$ cat src/rtl/cpu_pkg.sv
// Shared pipeline constants for the GPR hazard scoreboard: counter widths,
// Tnew/Tuse encodings and the hardwired zero register index.
package cpu_pkg;

  localparam int NREG         = 32;
  localparam int CNT_W        = 2;
  localparam int MAX_INFLIGHT = 3;
  localparam int INF_W        = 2;

  localparam logic [CNT_W-1:0] TNEW_ALU    = 2'd1;
  localparam logic [CNT_W-1:0] TNEW_LOAD   = 2'd2;
  localparam logic [CNT_W-1:0] TUSE_BRANCH = 2'd0;
  localparam logic [CNT_W-1:0] TUSE_ALU    = 2'd1;
  localparam logic [CNT_W-1:0] TUSE_STORE  = 2'd2;

  localparam logic [4:0] REG_ZERO = 5'd0;

endpackage

$ cat src/rtl/sb_entry.sv
// One GPR scoreboard entry: outstanding-writer count and ready countdown,
// with flush > issue/retire priority and overflow/underflow flags.
module sb_entry
  import cpu_pkg::*;
(
  input  logic             clk,
  input  logic             reset,
  input  logic             flush,
  input  logic             issue,
  input  logic             retire,
  input  logic [CNT_W-1:0] tnew,
  output logic [INF_W-1:0] inflight,
  output logic [CNT_W-1:0] cnt,
  output logic             ovf,
  output logic             unf
);

  logic [INF_W-1:0] r_inflight;
  logic [CNT_W-1:0] r_cnt;
  logic [INF_W-1:0] w_inf_nxt;
  logic [CNT_W-1:0] w_cnt_nxt;

  always_comb begin
    w_inf_nxt = r_inflight;
    w_cnt_nxt = (r_cnt != '0) ? r_cnt - CNT_W'(1) : r_cnt;
    ovf       = 1'b0;
    unf       = 1'b0;
    if (flush) begin
      w_inf_nxt = '0;
      w_cnt_nxt = '0;
    end else if (issue && retire) begin
      w_cnt_nxt = tnew;
    end else if (issue) begin
      // the newest writer defines readiness, even when the count saturates
      w_cnt_nxt = tnew;
      if (r_inflight == INF_W'(MAX_INFLIGHT)) ovf = 1'b1;
      else w_inf_nxt = r_inflight + INF_W'(1);
    end else if (retire) begin
      if (r_inflight == '0) begin
        unf = 1'b1;
      end else begin
        w_inf_nxt = r_inflight - INF_W'(1);
        if (r_inflight == INF_W'(1)) w_cnt_nxt = '0;
      end
    end
  end

  always_ff @(posedge clk) begin
    if (reset) begin
      r_inflight <= '0;
      r_cnt      <= '0;
    end else begin
      r_inflight <= w_inf_nxt;
      r_cnt      <= w_cnt_nxt;
    end
  end

  assign inflight = r_inflight;
  assign cnt      = r_cnt;

endmodule

$ cat src/rtl/grf_scoreboard.sv
// GPR hazard scoreboard beside the D stage: compares in-flight writer
// readiness against operand Tuse and raises stall; tracks sticky errors.
module grf_scoreboard
  import cpu_pkg::*;
(
  input  logic             clk,
  input  logic             reset,
  input  logic             issue_valid,
  input  logic             issue_we,
  input  logic [4:0]       issue_rd,
  input  logic [CNT_W-1:0] issue_tnew,
  input  logic             use_rs,
  input  logic [4:0]       rs,
  input  logic [CNT_W-1:0] rs_tuse,
  input  logic             use_rt,
  input  logic [4:0]       rt,
  input  logic [CNT_W-1:0] rt_tuse,
  input  logic             wb_we,
  input  logic [4:0]       wb_a3,
  input  logic             flush,
  output logic             stall,
  output logic [NREG-1:0]  busy_vec,
  output logic             err
);

  logic [INF_W-1:0] w_inflight [NREG];
  logic [CNT_W-1:0] w_cnt      [NREG];
  logic [NREG-1:0]  w_ovf;
  logic [NREG-1:0]  w_unf;
  logic             w_issue_fire;
  logic             w_retire;
  logic             w_rs_blk;
  logic             w_rt_blk;
  logic             r_err;

  assign w_issue_fire = issue_valid && !stall && issue_we &&
                        (issue_rd != REG_ZERO) && !flush;
  assign w_retire     = wb_we && (wb_a3 != REG_ZERO);

  for (genvar i = 0; i < NREG; i++) begin : g_entry
    if (i == 0) begin : g_zero
      assign w_inflight[i] = '0;
      assign w_cnt[i]      = '0;
      assign w_ovf[i]      = 1'b0;
      assign w_unf[i]      = 1'b0;
    end else begin : g_reg
      sb_entry u_entry (
        .clk      (clk),
        .reset    (reset),
        .flush    (flush),
        .issue    (w_issue_fire && (issue_rd == 5'(i))),
        .retire   (w_retire && (wb_a3 == 5'(i))),
        .tnew     (issue_tnew),
        .inflight (w_inflight[i]),
        .cnt      (w_cnt[i]),
        .ovf      (w_ovf[i]),
        .unf      (w_unf[i])
      );
    end
    assign busy_vec[i] = (w_inflight[i] != '0);
  end

  // cnt==0 is covered by write-through/forwarding, so only cnt>Tuse blocks
  assign w_rs_blk = use_rs && (rs != REG_ZERO) && (w_inflight[rs] != '0) &&
                    (w_cnt[rs] > rs_tuse);
  assign w_rt_blk = use_rt && (rt != REG_ZERO) && (w_inflight[rt] != '0) &&
                    (w_cnt[rt] > rt_tuse);
  assign stall    = !reset && issue_valid && (w_rs_blk || w_rt_blk);

  always_ff @(posedge clk) begin
    if (reset) r_err <= 1'b0;
    else if ((|w_ovf) || (|w_unf)) r_err <= 1'b1;
  end

  assign err = r_err;

endmodule

$ cat config.mk
export PLATFORM = sky130hd
export DESIGN_NAME = grf_scoreboard
export DESIGN_NICKNAME = d
export VERILOG_FILES = /design/src/rtl/cpu_pkg.sv /design/src/rtl/sb_entry.sv /design/src/rtl/grf_scoreboard.sv
export SDC_FILE = /design/constraint.sdc
export NUM_CORES = 1
export LEC_CHECK = 0
export ABC_AREA = 1
export ABC_CLOCK_PERIOD_IN_PS = 4300
export CORE_ASPECT_RATIO = 1.2
export CORE_MARGIN = 1
export CORE_UTILIZATION = 50
export DETAILED_ROUTE_END_ITERATION = 7
export GPL_ROUTABILITY_DRIVEN = 0
export PLACE_DENSITY = 0.71
export SYNTH_ARGS = -nofsm -noshare
export SYNTH_HDL_FRONTEND = slang
export SYNTH_HIERARCHICAL = 1
export SYNTH_SLANG_ARGS = --single-unit
$ cat constraint.sdc
create_clock -name clk -period 4.3 [get_ports clk]
set_input_delay 0.86 -clock clk [delete_from_list [all_inputs] [get_ports clk]]
set_output_delay 0.86 -clock clk [all_outputs]
set_load 0.01 [all_outputs]
# After elaboration in Yosys (flattened, before gate mapping)
# Index checks and enable logic that the tools add are counted.
# Widths: inputs -> output; s select.
# totals
ff_bits	125
latch_bits	0
ram_bits	0
rom_bits	0
input_bits	34
out_inout_bits	34
word_cells	1255
mem_count	0
# op_classes
n_addsub	93
n_mul	0
n_div	0
order_cmp	4
eq_ne	186
shift	0
muxes	601
n_bitwise	33
n_reduce_logical	275
# op_table
op	n
$mux 2	318
$mux 1	279
$reduce_bool 2->1	95
$eq 5x5->1 const B	32
$reduce_and 4->1	31
$sub 2x1->2 const B	62
$logic_and 1x1->1	106
$eq 5x4->1 const B	16
$add 2x1->2 const B	31
$eq 2x1->1 const B	31
$eq 2x2->1 const B	31
$logic_not 2->1	31
$ne 2x1->1 const B	31
$ne 2x2->1 const B	31
$reduce_or 31->1	2
$bmux 2 s5	4
$eq 5x3->1 const B	8
$not 1->1	31
$eq 5x2->1 const B	4
$reduce_bool 5->1	4
$ge 6x6->1 const B	2
$not 5->6	2
$eq 5x1->1 const B	2
$gt 2x2->1	2
3 further kinds	6

# Depth between registers and ports, before layout
# Gate-level depths: netlist (run 1).
# depth
depth_word	20
mapped_depth	28
mapped_depth_nobuf	26

# Cells and area by module
# The synthesis (run 1) kept the hierarchy.
# by_module_without_submodules
mod	n_inst	cells_each	area_per_inst_um2
sb_entry	31	41	285.3
grf_scoreboard	1	649	3015.4

# Worst setup path before layout (run 1)
# Ideal clock, no wire load.
# synth_timing
path_type	input port to flip-flop
start	input port rt[0]
end	register r_err (netlist: err)
setup_ps	121
arrival_time_ps	4068
path_slack_ps	111
path_stages	27
n_path_buf	4
path_cell_list	buf_4 -> buf_2 -> buf_1 -> o21ai_0 -> o21ai_0 -> nand2_1 -> o2111ai_1 -> nand2_1 -> o21ai_0 -> ha_1 -> inv_1 -> nor2_1 -> o211ai_1 -> a21oi_1 -> nand2_1 -> nor2_1 -> nand2_1 -> nand2_1 -> nand2_2 -> nand2_2 -> buf_6 -> nor2_1 -> nor4_1 -> nor4_1 -> nand4_1 -> nor4_1 -> nor2_1
# synth_via
elab_chain_len	20
word_cells_on_any_way	271
cone_classes	1 x order compare; 192 x mux; 1 x bitwise; 77 x reduce/logical
# synth_rtl
item	line_no	source
from (decl)	grf_scoreboard.sv:16	input logic [4:0] rt,
parallel branches: the longest is 6 deep, another holds $gt 2x2->1	--	
$logic_and 1x1->1 *	grf_scoreboard.sv:66	assign w_rt_blk = use_rt && (rt != REG_ZERO) && (w_inflight[rt] != '0) &&
$logic_or 1x1->1 *	grf_scoreboard.sv:68	assign stall = !reset && issue_valid && (w_rs_blk || w_rt_blk);
$logic_and 1x1->1 *	grf_scoreboard.sv:68	
$logic_not 1->1 *	grf_scoreboard.sv:36	assign w_issue_fire = issue_valid && !stall && issue_we &&
$logic_and 1x1->1 * (3 in series)	grf_scoreboard.sv:36	
$logic_and 1x1->1 *	grf_scoreboard.sv:37	(issue_rd != REG_ZERO) && !flush;
$logic_and 1x1->1 *	grf_scoreboard.sv:51	.issue (w_issue_fire && (issue_rd == 5'(i))),
$mux 1 or $logic_and 1x1->1 (tied branches)	sb_entry.sv:33, sb_entry.sv:31	
$mux 1 *	sb_entry.sv:31	end else if (issue && retire) begin
$mux 1 *	sb_entry.sv:28	if (flush) begin
net w_unf[26]	grf_scoreboard.sv:29	logic [NREG-1:0] w_unf;
$reduce_or 31->1 *	grf_scoreboard.sv:72	else if ((|w_ovf) || (|w_unf)) r_err <= 1'b1;
$logic_or 1x1->1 *	grf_scoreboard.sv:72	
to (signal assigned)	grf_scoreboard.sv:71	if (reset) r_err <= 1'b0;
to (signal assigned)	grf_scoreboard.sv:72	
to (decl)	grf_scoreboard.sv:34	logic r_err;
# Mark *: on every way through the listed nets, which the timed path passes. The select of a mux whose other input is x is not followed.
# A chain may end at the register's enable or synchronous reset.

# Final worst setup path (run 1)
# layout_timing
start	input port rs[0]
end	register r_err (netlist: err)
# layout_via
elab_chain_len	20
word_cells_on_any_way	271
cone_classes	1 x order compare; 192 x mux; 1 x bitwise; 77 x reduce/logical
# layout_rtl
item	line_no	source
from (decl)	grf_scoreboard.sv:13	input logic [4:0] rs,
parallel branches: the longest is 6 deep, another holds $gt 2x2->1	--	
$logic_and 1x1->1 *	grf_scoreboard.sv:64	assign w_rs_blk = use_rs && (rs != REG_ZERO) && (w_inflight[rs] != '0) &&
$logic_or 1x1->1 *	grf_scoreboard.sv:68	
$logic_and 1x1->1 *	grf_scoreboard.sv:68	
$logic_not 1->1 *	grf_scoreboard.sv:36	
$logic_and 1x1->1 * (3 in series)	grf_scoreboard.sv:36	
$logic_and 1x1->1 *	grf_scoreboard.sv:37	
$logic_and 1x1->1 *	grf_scoreboard.sv:51	
$mux 1 or $logic_and 1x1->1 (tied branches)	sb_entry.sv:33, sb_entry.sv:31	
$mux 1 *	sb_entry.sv:31	
$mux 1 *	sb_entry.sv:28	
net w_ovf[3]	grf_scoreboard.sv:28	logic [NREG-1:0] w_ovf;
$reduce_or 31->1 *	grf_scoreboard.sv:72	
$logic_or 1x1->1 *	grf_scoreboard.sv:72	
# Marks and branches as above.

==> impl_summary.txt, run 1 <==
----------------------------------------------------
[Setup path]
  CP Max Fanout ... 12
  Crit path DAT ... approximately 4.7 ns
  Slack of the worst reg-to-reg path ... between 0.3 and 0.4 ns
  Critical Path Sink Type ... flop
  Critical Path Source Type ... input pin
  Critical path start-end classification ... in -> reg
  Reg-to-reg startpoint ... g_entry[4].g_reg.u_entry/cnt[1]$_SDFF_PP0_
  Worst endpoint required time ... between 4 and 5 ns
  Worst R2R End ... err$_SDFFE_PP0P_
  Worst r2r path cells ... 25

[Clock network]
  Insertion delay of the later-clocked pin in the worst-skew pair ... about 0.43 ns
  Clock tree from TritonCTS ... yes
  CTS HTree Levels ... 4
  Root Buffer ... sky130_fd_sc_hd__clkbuf_16
  Buffer depth of the longest clock path ... 2
  Clock slew at reported path FFs ... about 0.060 ns
  Number of buffers added by the clock tree synthesis step ... 17
  CTS sink cnt ... 125
  Number of hold buffers added after cts ... 0

[Floorplanning]
  Starting density of the core ... 0.511
  Height of the chip ... between 150 and 200 µm
  Die Area ... 0.0243 mm²
  Placeable core region ... 0.0232 mm²
  Row Count ... 61
  Width of the chip ... 143 µm
  Number of top-level design ports ... 68

[Min path]
  Path category of the worst min-delay check ... reg -> reg
  Hold Path Stages ... 2
  Worst min-delay path startpoint ... g_entry[3].g_reg.u_entry/inflight[1]$_SDFFE_PP0P_
  Worst hold path endpoint ... g_entry[3].g_reg.u_entry/inflight[1]$_SDFFE_PP0P_

[Timing]
  Post-route setup slack ... -0.0887 ns
  Unrepaired setup endpoints after global routing ... yes
  Worst Max-Slew Pin Slew ... around 0.86 ns
  Minimum period implied by the final worst setup slack ... about 4.4 ns
  Max-slew headroom at the worst pin ... 0.425
  Final critical-path share of the clock period ... 1.02
  Total Negative Setup Slacks ... -0.0887 ns
  Worst clock skew on the final layout ... ~0.009 ns
  Worst hold slack after final layout ... about 0.55 ns
  Slew Viols, Final ... 0
  Highest clock rate ... between 0.2 and 0.25 GHz
  Setup violators final ... 1
  Final Hold Vio Count ... 0

[Route]
  Remaining design rule violation count ... 16
  Count of nets left with antenna violations after detail routing ... 0
  Number of vias after detailed routing ... between 10000 and 15000
  Routed wire length ... 41.0 mm
  Detail-routed net length per standard cell ... 16.5 µm
  Initial detailed-routing violation count ... around 1200
  Drt pass-1 iters ... 8
  Post-DR vias/cell ... around 5.4

[Final layout]
  Area growth syn-to-layout ... 26.6%
  Fraction of final layout cells with drive strength greater than 1 ... 0.194
  Layout fillers ... 2156
  Final instance area ... about 0.015 mm²
  Diode insertion count for antenna repair ... 0
  Post-layout utilization of the core ... 0.647
  Layout Nets ... ~2300
  Area taken by flip-flops and latches ... 0.00250 mm²
  Area of the multi-input gates ... 0.00800 mm²

[Logic synthesis]
  Library cells used by synthesis ... 34
  Gate count after technology mapping ... about 1900
  Asr flop ratio synth ... 0
  Yosys synthesis warning count ... 6
  Number of synthesized flops with an enable pin ... 0
  Average cell area after synthesis ... ~6.2 µm²
  Area share of the leading cell type in the synthesized netlist ... 0.211
  Top cells by area, synth ... sky130_fd_sc_hd__dfxtp_1, sky130_fd_sc_hd__ha_1, sky130_fd_sc_hd__nand2_1, sky130_fd_sc_hd__inv_1, sky130_fd_sc_hd__nor2_1
  Dominant cell type by area after synthesis ... sky130_fd_sc_hd__dfxtp_1
  Top_reg_cell synth ... sky130_fd_sc_hd__dfxtp_1
  Area of the mapped netlist ... around 0.012 mm²
  Synth cell count leaders ... sky130_fd_sc_hd__nand2_1, sky130_fd_sc_hd__inv_1, sky130_fd_sc_hd__nor2_1, sky130_fd_sc_hd__ha_1, sky130_fd_sc_hd__dfxtp_1
  Number of storage elements in the synthesis netlist ... roughly 130
  Leading cell type by number of instances after synthesis ... sky130_fd_sc_hd__nand2_1
  Net count after synthesis ... 2082
  Part of the Yosys area used for sequential elements ... 0.211

[Global routing]
  Vias in the first global route ... around 13000
  Total GRT Usage ... 0.338
  Global-route wire length before repair ... between 60 and 70 mm
  Maximum number of pins on one net before global-route repair ... 56
  Remaining Overflow, GRT ... 0
  Initial antenna violation count ... 0

[Pwr]
  Cell Pwr Density ... roughly 210 mW/mm²
  Static power due to leakage ... approximately 6.4 nW
  Max rail drop VDD ... 0.000269 V

[Placed design]
  Count of input and output buffers ... 66
  Cell area after placement ... 0.0142 mm²
  Detailed-placement wirelength estimate ... ~32 mm

[Run status]
  Failing checks ... DRC, setup timing
  Outcome ... complete, but fails checks

[Flow run]
  Max-capacitance violation count ... 0

----------------------------------------------------
## logic make-up after synthesis
family | share of synthesized area
AO/OA/AOI/OAI | 0.0901
buffers and inverters | 0.122
flip-flops | 0.211
adder cells (fa/ha/maj) | 0.135
other | 0.000316
AND/OR/NAND/NOR | 0.418
XOR/XNOR | 0.0229
## layout make-up
cell class | count | area share
Tap cell | 315 | 0.0262
Clock buffer | 18 | 0.0292
Clock inverter | 12 | 0.0114
Inverter | 340 | 0.0858
Multi-Input combinational cell | 1423 | 0.533
Timing Repair Buffer | 249 | 0.148
Sequential cell | 125 | 0.167
## cell usage in the layout, fill, tap and decap left out, types with 3 or more instances in the layout
cell                              instances
sky130_fd_sc_hd__o21ai_0                 48
sky130_fd_sc_hd__clkbuf_16               19
sky130_fd_sc_hd__nor2_2                  75
sky130_fd_sc_hd__nor2_4                   6
sky130_fd_sc_hd__nand2_1                409
sky130_fd_sc_hd__inv_1                  301
sky130_fd_sc_hd__buf_4                  168
sky130_fd_sc_hd__bufinv_16                4
sky130_fd_sc_hd__nor4_1                  76
sky130_fd_sc_hd__ha_1                   128
sky130_fd_sc_hd__xor2_1                  31
sky130_fd_sc_hd__nand4_1                  6
sky130_fd_sc_hd__buf_6                    6
sky130_fd_sc_hd__nand2_2                 34
sky130_fd_sc_hd__dfxtp_1                125
sky130_fd_sc_hd__inv_2                   36
sky130_fd_sc_hd__a22oi_1                  5
sky130_fd_sc_hd__clkinv_2                 4
sky130_fd_sc_hd__nor2_1                 285
sky130_fd_sc_hd__or2_2                    5
sky130_fd_sc_hd__nand3_1                104
sky130_fd_sc_hd__o221ai_1                 3
sky130_fd_sc_hd__clkinvlp_4               3
sky130_fd_sc_hd__nand3_2                 31
sky130_fd_sc_hd__o21ai_1                 14
sky130_fd_sc_hd__buf_12                   9
sky130_fd_sc_hd__a21oi_1                 98
sky130_fd_sc_hd__o211ai_1                11
sky130_fd_sc_hd__nand3b_1                31
sky130_fd_sc_hd__clkdlybuf4s50_1         56
sky130_fd_sc_hd__o2111ai_1                5
## flip-flops by register name, indices dropped and copies added, names as in the netlist
register / count
err: 1
g_entry.g_reg.u_entry/cnt: 62
g_entry.g_reg.u_entry/inflight: 62
## what timing repair did
action	in CTS	in global routing
pin swaps	8	1
gates resized for setup	32	39
gates cloned	1	2
buffers inserted	2	2
endpoints found under the setup margin	2	2
## routing by layer
metal / wire, µm / vias to the layer above / global-route usage / share of wire
met5: 0 / - / 0 / 0
met4: 2170 / 0 / 0.171 / 0.053
li1: - / 6535 / - / -
met1: 16200 / 6096 / 0.404 / 0.39
met3: 3700 / 170 / 0.0577 / 0.090
met2: 19000 / 663 / 0.580 / 0.46
## power by group
group | internal (mW) | switching [mW] | total, mW
combinational | 0.185 | 0.299 | 0.484
sequential | 1.16 | 0.00404 | 1.16
clock | 0.974 | 0.567 | 1.54
total | 2.32 | 0.871 | 3.19
## critical path: stages
cell                              delay (ns)
sky130_fd_sc_hd__clkdlybuf4s15_2        0.26
sky130_fd_sc_hd__inv_4                  0.08
sky130_fd_sc_hd__nor2_4                 0.25
sky130_fd_sc_hd__buf_4                  0.19
sky130_fd_sc_hd__nand2_1                0.05
sky130_fd_sc_hd__o2111ai_1              0.09
sky130_fd_sc_hd__nand3_1                0.13
sky130_fd_sc_hd__nand3_1                0.08
sky130_fd_sc_hd__nand2_1                0.05
sky130_fd_sc_hd__nand2_1                0.06
sky130_fd_sc_hd__ha_1                   0.23
sky130_fd_sc_hd__nand2_1                0.07
sky130_fd_sc_hd__nand2_1                0.06
sky130_fd_sc_hd__a311oi_2               0.24
sky130_fd_sc_hd__nand3_1                0.12
sky130_fd_sc_hd__nand2_2                0.12
sky130_fd_sc_hd__nand2_4                0.07
sky130_fd_sc_hd__nand2_4                0.10
sky130_fd_sc_hd__buf_12                 0.16
sky130_fd_sc_hd__buf_8                  0.14
sky130_fd_sc_hd__nor2_2                 0.06
sky130_fd_sc_hd__inv_2                  0.06
sky130_fd_sc_hd__nor4_1                 0.06
sky130_fd_sc_hd__nor4_1                 0.43
sky130_fd_sc_hd__nand4_1                0.30
sky130_fd_sc_hd__nor4_1                 0.27
sky130_fd_sc_hd__nor2_1                 0.06
## worst max path at each step
stage | slack [ns] | startpoint | end
global placement | -0.87 | rs[1] | err$_SDFFE_PP0P_
floorplan | 0.11 | rt[0] | err$_SDFFE_PP0P_
global route | -0.23 | rt[1] | err$_SDFFE_PP0P_
detailed placement | -1.02 | rs[0] | err$_SDFFE_PP0P_
finish | -0.09 | rs[0] | err$_SDFFE_PP0P_
CTS | 0.05 | rs[1] | stall
## through the flow
stage / cells / worst slack (ns) / total power, mW
global placement: 2446 / -0.874 / 1.63
CTS: 2479 / 0.0513 / 3.17
finish: 2482 / -0.0887 / 3.19
floorplan: 1920 / 0.111 / 1.40
detailed placement: 2446 / -1.02 / 1.63
global route: 2482 / -0.225 / 3.29
Note: power is estimated with default switching activity, not from simulation.
==> run 2, diff against run 1 <==
- TNS_END_PERCENT: default -> 20
==> impl_summary.txt, run 2 (synthesis results as in run 1) <==
----------------------------------------------------
[Final layout]
  Post-layout utilization of the core ... 0.642 (-0.00555)
  Fraction of final layout cells with drive strength greater than 1 ... 0.188 (-0.00574)
  Layout fillers ... 2172 (+0.74%)
  Most frequent cells in the layout ... sky130_fd_sc_hd__nand2_1, sky130_fd_sc_hd__inv_1, sky130_fd_sc_hd__nor2_1
  Layout Nets ... 2315 (-0.13%)
  Diode insertion count for antenna repair ... 0 (unchanged)
  Area growth syn-to-layout ... 25.5%
  Most common library cell in the layout ignoring fill and taps ... sky130_fd_sc_hd__nand2_1

[Pwr]
  Static power due to leakage ... 6.32 nW (-1.1%)
  Max rail drop VDD ... 0.000268 V (-0.39%)
  Cell Pwr Density ... 214 mW/mm² (+0.49%)

[Setup path]
  Slowest stage delay, CP ... 0.47 ns (+0.04 ns)
  Crit path DAT ... 4.73 ns (+0.05 ns)
  Cell type with the highest occurrence count on the critical path ... sky130_fd_sc_hd__nand2_1
  Slowest cell on crit path ... sky130_fd_sc_hd__nor4_2
  Category of cells accounting for the largest share of critical-path delay ... simple AND/OR/NAND/NOR gates
  Worst endpoint required time ... 4.60 ns (about the same)
  Worst r2r path cells ... 27 (+8.0%)
  Critical Path Sink Type ... flop
  Stages on the worst setup path ... 27 (unchanged)
  CP Max Fanout ... 12 (unchanged)
  Bufs and invs on worst path ... 6 (unchanged)
  Critical Path Source Type ... input pin
  Slack of the worst reg-to-reg path ... 0.32 ns (-0.05 ns)
  Worst R2R End ... err$_SDFFE_PP0P_
  Critical path start-end classification ... in -> reg
  Reg-to-reg startpoint ... g_entry[13].g_reg.u_entry/cnt[1]$_SDFF_PP0_

[Floorplanning]
  Placeable core region ... 0.0232 mm² (unchanged)
  Die Area ... 0.0243 mm² (unchanged)
  Height of the chip ... 171 µm (unchanged)
  Number of top-level design ports ... 68 (unchanged)
  Starting density of the core ... 0.511 (unchanged)
  Row Count ... 61 (unchanged)
  Width of the chip ... 143 µm (unchanged)

[Clock network]
  Number of buffers added by the clock tree synthesis step ... 17 (unchanged)
  Clock tree from TritonCTS ... yes
  Root Buffer ... sky130_fd_sc_hd__clkbuf_16
  Number of hold buffers added after cts ... 0 (unchanged)
  Buffer depth of the longest clock path ... 2 (unchanged)
  CTS sink cnt ... 125 (unchanged)
  Clock slew at reported path FFs ... 0.06 ns (about the same)
  Insertion delay of the later-clocked pin in the worst-skew pair ... 0.43 ns (about the same)
  CTS HTree Levels ... 4 (unchanged)

[Global routing]
  Vias in the first global route ... 12500 (unchanged)
  Initial antenna violation count ... 0 (unchanged)
  Global-route wire length before repair ... 63.1 mm (unchanged)
  Maximum number of pins on one net before global-route repair ... 56 (unchanged)
  Remaining Overflow, GRT ... 0 (unchanged)
  Total GRT Usage ... 0.338 (unchanged)

[Route]
  Routed length on met1 ... 16.2 mm (+0.20%)
  Length of routed met2 wiring ... 18.9 mm (-0.52%)
  Uppermost metal layer occupied by signal nets ... met4
  Detail Route met3 WL ... 3.54 mm (-4.2%)
  Drt pass-1 iters ... 5 (-3)
  Initial detailed-routing violation count ... 1234 (+0.82%)
  Routed wire length ... 40.7 mm (-0.75%)
  Count of nets left with antenna violations after detail routing ... 0 (unchanged)
  Number of vias after detailed routing ... 13400 (-0.39%)
  Detail-routed net length per standard cell ... 16.4 µm (-0.63%)
  Remaining design rule violation count ... 0 (-16)
  Post-DR vias/cell ... 5.41 (-0.27%)

[Timing]
  Highest clock rate ... 0.226 GHz (-1.0%)
  Post-route setup slack ... -0.133 ns (-0.0444 ns)
  Unrepaired setup endpoints after global routing ... yes
  Minimum period implied by the final worst setup slack ... 4.43 ns (+0.0444 ns)
  Total Negative Setup Slacks ... -0.151 ns (-0.0619 ns)
  Worst hold slack after final layout ... 0.542 ns (-0.00622 ns)
  Worst Max-Slew Pin Slew ... 0.793 ns (-0.0624 ns)
  Final critical-path share of the clock period ... 1.03 (+0.0103)
  Max-slew headroom at the worst pin ... 0.467 (+0.0420)
  Setup violators final ... 2 (+1)
  Worst clock skew on the final layout ... 0.0118 ns (+0.00269 ns)
  Final Hold Vio Count ... 0 (unchanged)
  Slew Viols, Final ... 0 (unchanged)

[Min path]
  Worst hold path endpoint ... g_entry[6].g_reg.u_entry/cnt[0]$_SDFF_PP0_
  Hold Path Stages ... 3 (+1)
  Worst min-delay path startpoint ... g_entry[6].g_reg.u_entry/cnt[0]$_SDFF_PP0_
  Path category of the worst min-delay check ... reg -> reg

[Run status]
  Failing checks ... setup timing
  Outcome ... complete, but fails checks

[Flow run]
  Max-capacitance violation count ... 0 (unchanged)

[Placed design]
  Detailed-placement wirelength estimate ... 31.6 mm (unchanged)
  Count of input and output buffers ... 66 (unchanged)

----------------------------------------------------
-- run 2: cell types whose count changed in the layout (fill, tap and decap cells not counted), sizes merged --
| cell | previous run | this run |
|---|---|---|
| dlygate4sd2 | 2 | 3 |
| clkbuf | 21 | 18 |
| clkdlybuf4s50 | 56 | 57 |
| clkdlybuf4s15 | 1 | 3 |
| buf | 185 | 182 |
| dlymetal6s2s | 1 | 0 |
-- run 2: how the worst max path moves through the flow --
stage / endpoint / start
final: err$_SDFFE_PP0P_ / rs[1]
after global routing: err$_SDFFE_PP0P_ / rt[0]
after CTS: stall / rs[1]
after detailed placement: err$_SDFFE_PP0P_ / rs[0]
after global placement: err$_SDFFE_PP0P_ / rs[1]
after floorplan: err$_SDFFE_PP0P_ / rt[0]
-- run 2: routing by layer --
metal,up-vias,global-route usage
met3,171,0.0577
met5,-,0
li1,6531,-
met1,6068,0.404
met4,0,0.171
met2,642,0.580
-- run 2: per-stage QoR --
step                      worst slack (ns)  cell area [µm²]  cells  power, mW
after floorplan                      0.111            11900   1920       1.40
after global placement              -0.874            14200   2446       1.63
after detailed placement             -1.02            14200   2446       1.63
after CTS                           0.0513            14900   2479       3.17
after global routing                -0.336            14900   2479       3.27
final                               -0.133            14900   2479       3.18
-- run 2: power by group --
part / internal [mW] / switching (mW) / leakage [nW]
Clock: 0.974 / 0.573 / 0.293
Sequential: 1.16 / 0.00404 / 1.01
Combinational: 0.176 / 0.291 / 5.02
Total: 2.31 / 0.868 / 6.32
-- run 2: final cells by class --
| class | instances | area [µm²] | area share |
|---|---|---|---|
| Clock buffer | 18 | 439 | 0.0295 |
| Tap cell | 315 | 394 | 0.0265 |
| Timing Repair Buffer | 246 | 2140 | 0.144 |
| Multi-Input combinational cell | 1423 | 7960 | 0.534 |
| Inverter | 340 | 1280 | 0.0859 |
| Clock inverter | 12 | 171 | 0.0115 |
| Sequential cell | 125 | 2500 | 0.168 |
-- run 2: worst min-delay path, stage by stage, from the launching register on --
cell                      delay, ns
sky130_fd_sc_hd__dfxtp_1       0.35
sky130_fd_sc_hd__nor2_1        0.05
sky130_fd_sc_hd__nand2_1       0.05
sky130_fd_sc_hd__a21oi_1       0.05
-- run 2: what timing repair did --
| item | 4_1_cts | 5_1_grt |
|---|---|---|
| pin swaps | 8 | 0 |
| setup buffers | 2 | 0 |
| endpoints found under the setup margin | 2 | 2 |
| hold endpoints to repair | 0 | 0 |
| cloned | 1 | 0 |
| gates resized for setup | 32 | 1 |
==> run 3, diff against run 2 <==
- PLACE_DENSITY: 0.71 -> 0.72
- SYNTH_HIERARCHICAL: 1 -> default
==> impl_summary.txt, run 3 <==
----------------------------------------------------
[Placed design]
  Instance count after placement with tap cells included ... 2046 (-16%)
  Cell area after placement ... 0.0129 mm² (-9.0%)
  Setup Slack @ Placement ... -0.956 ns (+0.0634 ns)
  Detailed-placement wirelength estimate ... 31.1 mm (-1.4%)
  Count of input and output buffers ... 66 (unchanged)

[Setup path]
  Worst endpoint required time ... 3.44 ns (-1.16 ns)
  Critical path start-end classification ... in -> out
  Cell Chain, Critical Path ... clkbuf_4 -> buf_6 -> nor2_2 -> buf_6 -> a221oi_1 -> o21ai_1 -> nand3_1 -> a32o_2 -> ha_1 -> nand2_1 -> nand2_1 -> a311oi_1 -> nand3_1 -> nand2_4 -> nand2_8 -> buf_12 -> inv_4 -> buf_6
  CP Max Fanout ... 6 (-6)
  Category of cells accounting for the largest share of critical-path delay ... simple AND/OR/NAND/NOR gates
  Critical Path Sink Type ... output pin
  Cell type with the highest occurrence count on the critical path ... sky130_fd_sc_hd__buf_6
  Bufs and invs on worst path ... 6 (unchanged)
  Slowest stage delay, CP ... 0.27 ns (-0.20 ns)
  Worst R2R End ... err$_SDFFE_PP0P_
  Worst r2r path cells ... 24 (-11%)
  Crit path DAT ... 3.41 ns (-1.32 ns)
  Slowest cell on crit path ... sky130_fd_sc_hd__a32o_2
  Critical Path Source Type ... input pin
  Reg-to-reg startpoint ... g_entry[28].g_reg.u_entry.cnt[0]$_SDFF_PP0_
  Slack of the worst reg-to-reg path ... 0.42 ns (+0.10 ns)

[Logic synthesis]
  Synth cell count leaders ... sky130_fd_sc_hd__inv_1, sky130_fd_sc_hd__nor2_1, sky130_fd_sc_hd__nand2_1, sky130_fd_sc_hd__o21ai_0, sky130_fd_sc_hd__nand3_1
  Leading cell type by number of instances after synthesis ... sky130_fd_sc_hd__inv_1
  Number of synthesized flops with an enable pin ... 0 (unchanged)
  Top_reg_cell synth ... sky130_fd_sc_hd__dfxtp_1
  Area share of the leading cell type in the synthesized netlist ... 0.230 (+0.0190)
  Net count after synthesis ... 1773 (-15%)
  Asr flop ratio synth ... 0 (unchanged)
  Yosys synthesis warning count ... 0 (-6)
  Library cells used by synthesis ... 47 (+38%)
  Gate count after technology mapping ... 1611 (-16%)
  Dominant cell type by area after synthesis ... sky130_fd_sc_hd__dfxtp_1
  Top cells by area, synth ... sky130_fd_sc_hd__dfxtp_1, sky130_fd_sc_hd__ha_1, sky130_fd_sc_hd__inv_1, sky130_fd_sc_hd__nor2_1, sky130_fd_sc_hd__o21ai_0
  Area of the mapped netlist ... 0.0109 mm² (-8.3%)
  Part of the Yosys area used for sequential elements ... 0.230 (+0.0190)
  Average cell area after synthesis ... 6.75 µm² (+9.3%)
  Number of storage elements in the synthesis netlist ... 125 (unchanged)

[Final layout]
  Most frequent cells in the layout ... sky130_fd_sc_hd__inv_1, sky130_fd_sc_hd__nor2_1, sky130_fd_sc_hd__buf_4
  Final instance area ... 0.0143 mm² (-4.0%)
  Final instance count without filler cells ... 2092 (-16%)
  Fraction of final layout cells with drive strength greater than 1 ... 0.188 (about the same)
  Layout fillers ... 1738 (-20%)
  Diode insertion count for antenna repair ... 0 (unchanged)
  Area growth syn-to-layout ... 31.4%
  Most common library cell in the layout ignoring fill and taps ... sky130_fd_sc_hd__inv_1
  Layout Nets ... 1972 (-15%)

[Global routing]
  Initial antenna violation count ... 1 (+1)
  Global-route wire length before repair ... 63.8 mm (+1.1%)
  Remaining Overflow, GRT ... 0 (unchanged)
  Vias in the first global route ... 12000 (-4.0%)
  Maximum number of pins on one net before global-route repair ... 78 (+39%)
  Total GRT Usage ... 0.377 (+0.0396)

[Pwr]
  Cell Pwr Density ... 233 mW/mm² (+9.0%)
  Internal power of the cells ... 2.40 mW (+3.9%)
  Static power due to leakage ... 6.44 nW (+1.9%)
  Sequential share of power ... 0.349 (-0.017)
  Relative contribution of combinational cells to total power ... 0.149 (+0.002)
  Total chip power ... 3.33 mW (+4.6%)
  Clock network fraction of total power ... 0.501 (+0.014)
  Net Sw Frac ... 0.278 (+0.00469)
  Net Sw Power ... 0.924 mW (+6.4%)
  Max rail drop VDD ... 0.000282 V (+5.3%)

[Route]
  Detail-routed net length per standard cell ... 20.2 µm (+23%)
  Count of nets left with antenna violations after detail routing ... 0 (unchanged)
  Number of vias after detailed routing ... 12900 (-4.1%)
  Post-DR vias/cell ... 6.15 (+14%)
  Initial detailed-routing violation count ... 1569 (+27%)
  Drt pass-1 iters ... 8 (+3)
  Routed wire length ... 42.3 mm (+4.0%)
  Remaining design rule violation count ... 1 (+1)

[Timing]
  Worst hold slack after final layout ... 0.524 ns (-0.0176 ns)
  Highest clock rate ... 0.234 GHz (+3.9%)
  Final critical-path share of the clock period ... 0.992 (-0.0389)
  Worst Max-Slew Pin Slew ... 0.838 ns (+0.0448 ns)
  Slew Viols, Final ... 0 (unchanged)
  Worst clock skew on the final layout ... 0.0111 ns (-0.000690 ns)
  Max-slew headroom at the worst pin ... 0.441 (-0.0250)
  Minimum period implied by the final worst setup slack ... 4.27 ns (-0.167 ns)
  Post-route setup slack ... 0.0342 ns (+0.167 ns)
  Setup violators final ... 0 (-2)
  Final Hold Vio Count ... 0 (unchanged)

[Floorplanning]
  Row Count ... 58 (-4.9%)
  Number of top-level design ports ... 68 (unchanged)
  Starting density of the core ... 0.515 (+0.00412)
  Placeable core region ... 0.0211 mm² (-9.0%)
  Height of the chip ... 164 µm (-4.2%)
  Width of the chip ... 137 µm (-4.2%)
  Die Area ... 0.0224 mm² (-8.1%)

[Clock network]
  Insertion delay of the later-clocked pin in the worst-skew pair ... 0.44 ns (about the same)
  Clock slew at reported path FFs ... 0.06 ns (about the same)
  Root Buffer ... sky130_fd_sc_hd__clkbuf_16
  CTS sink cnt ... 125 (unchanged)
  Buffer depth of the longest clock path ... 2 (unchanged)
  Clock tree from TritonCTS ... yes
  CTS HTree Levels ... 4 (unchanged)
  Number of buffers added by the clock tree synthesis step ... 17 (unchanged)

[Run status]
  Outcome ... complete, but fails checks
  Failing checks ... DRC

[Min path]
  Worst hold path endpoint ... g_entry[30].g_reg.u_entry.inflight[1]$_SDFFE_PP0P_
  Path category of the worst min-delay check ... reg -> reg
  Worst min-delay path startpoint ... g_entry[30].g_reg.u_entry.inflight[1]$_SDFFE_PP0P_
  Hold Path Stages ... 2 (-1)

[Flow run]
  Max-capacitance violation count ... 0 (unchanged)

----------------------------------------------------
## run 3: cell count changes after synthesis, sizes merged, moves of 50 or more
cell    change
nor4       -77
o21ai      +75
nor3       +54
nand2     -295
a211oi     +50
inv        -99
nor2      -173
## run 3: worst max path at each step
| stage | start | endpoint | slack, ns | cells after the start |
|---|---|---|---|---|
| 2_1_floorplan | rt[0] | err$_SDFFE_PP0P_ | 0.11 | 31 |
| 3_3_place_gp | rs[0] | err$_SDFFE_PP0P_ | -0.88 | 26 |
| 3_5_place_dp | rt[1] | err$_SDFFE_PP0P_ | -0.96 | 28 |
| 4_1_cts | rt[0] | err$_SDFFE_PP0P_ | 0.002 | 31 |
| 5_1_grt | rs[0] | err$_SDFFE_PP0P_ | -0.14 | 32 |
| 6_report | rs[1] | stall | 0.03 | 18 |
## run 3: cells by family (layout without fill, tap and decap cells)
logic type | after synthesis | after routing | share of synthesized area
AO/OA/AOI/OAI | 415 | 415 | 0.225
XOR/XNOR | 31 | 31 | 0.0250
adder cells (fa/ha/maj) | 128 | 128 | 0.147
buffers and inverters | 306 | 517 | 0.111
flip-flops | 125 | 125 | 0.230
other | 1 | 1 | 0.000345
AND/OR/NAND/NOR | 605 | 605 | 0.261
## run 3: through the flow
stage | util | TNS [ns]
finish | 0.677 | 0
global route | 0.677 | -0.182
CTS | 0.652 | 0
detailed placement | 0.611 | -68.38
global placement | 0.611 | -52.89
floorplan | - | 0
## run 3: cell type report
type | count | area (µm²) | share of cell area
sequential | 125 | 2500 | 0.175
inverter | 244 | 928 | 0.0650
clock inverter | 13 | 214 | 0.0150
clock buffer | 18 | 439 | 0.0307
timing repair buffer | 242 | 2240 | 0.157
multi-input combinational | 1180 | 7630 | 0.534
tap | 270 | 338 | 0.0236
## run 3: power by group through the flow
stage	sequential [mW]	combinational (mW)	clock, mW
2_1_floorplan	1.19	0.215	0
3_3_place_gp	1.19	0.402	0
3_5_place_dp	1.19	0.405	0
4_1_cts	1.16	0.430	1.66
5_1_grt	1.16	0.520	1.70
6_report	1.16	0.497	1.67
## run 3: layer usage
layer,global-route usage,routed length [µm],part of all wire,vias up
li1,-,-,-,5903
met1,0.464,16100,0.38,5822
met2,0.591,18500,0.44,873
met3,0.0881,4840,0.11,257
met4,0.232,2940,0.069,2
met5,0,13,0.00031,-
## run 3: repair_timing
| item | 4_1_cts | 5_1_grt |
|---|---|---|
| cloned | 1 | 2 |
| setup endpoints to repair | 119 | 40 |
| buffers inserted | 7 | 5 |
| gates resized for setup | 57 | 136 |
| pin swaps | 16 | 51 |
| hold buffers | 0 | 0 |
| endpoints found under the hold margin | 0 | 0 |
## run 3: worst min-delay path: stages (launching register included)
cell and delay, ns:
sky130_fd_sc_hd__dfxtp_1 0.32, sky130_fd_sc_hd__inv_1 0.09, sky130_fd_sc_hd__a21oi_1 0.07
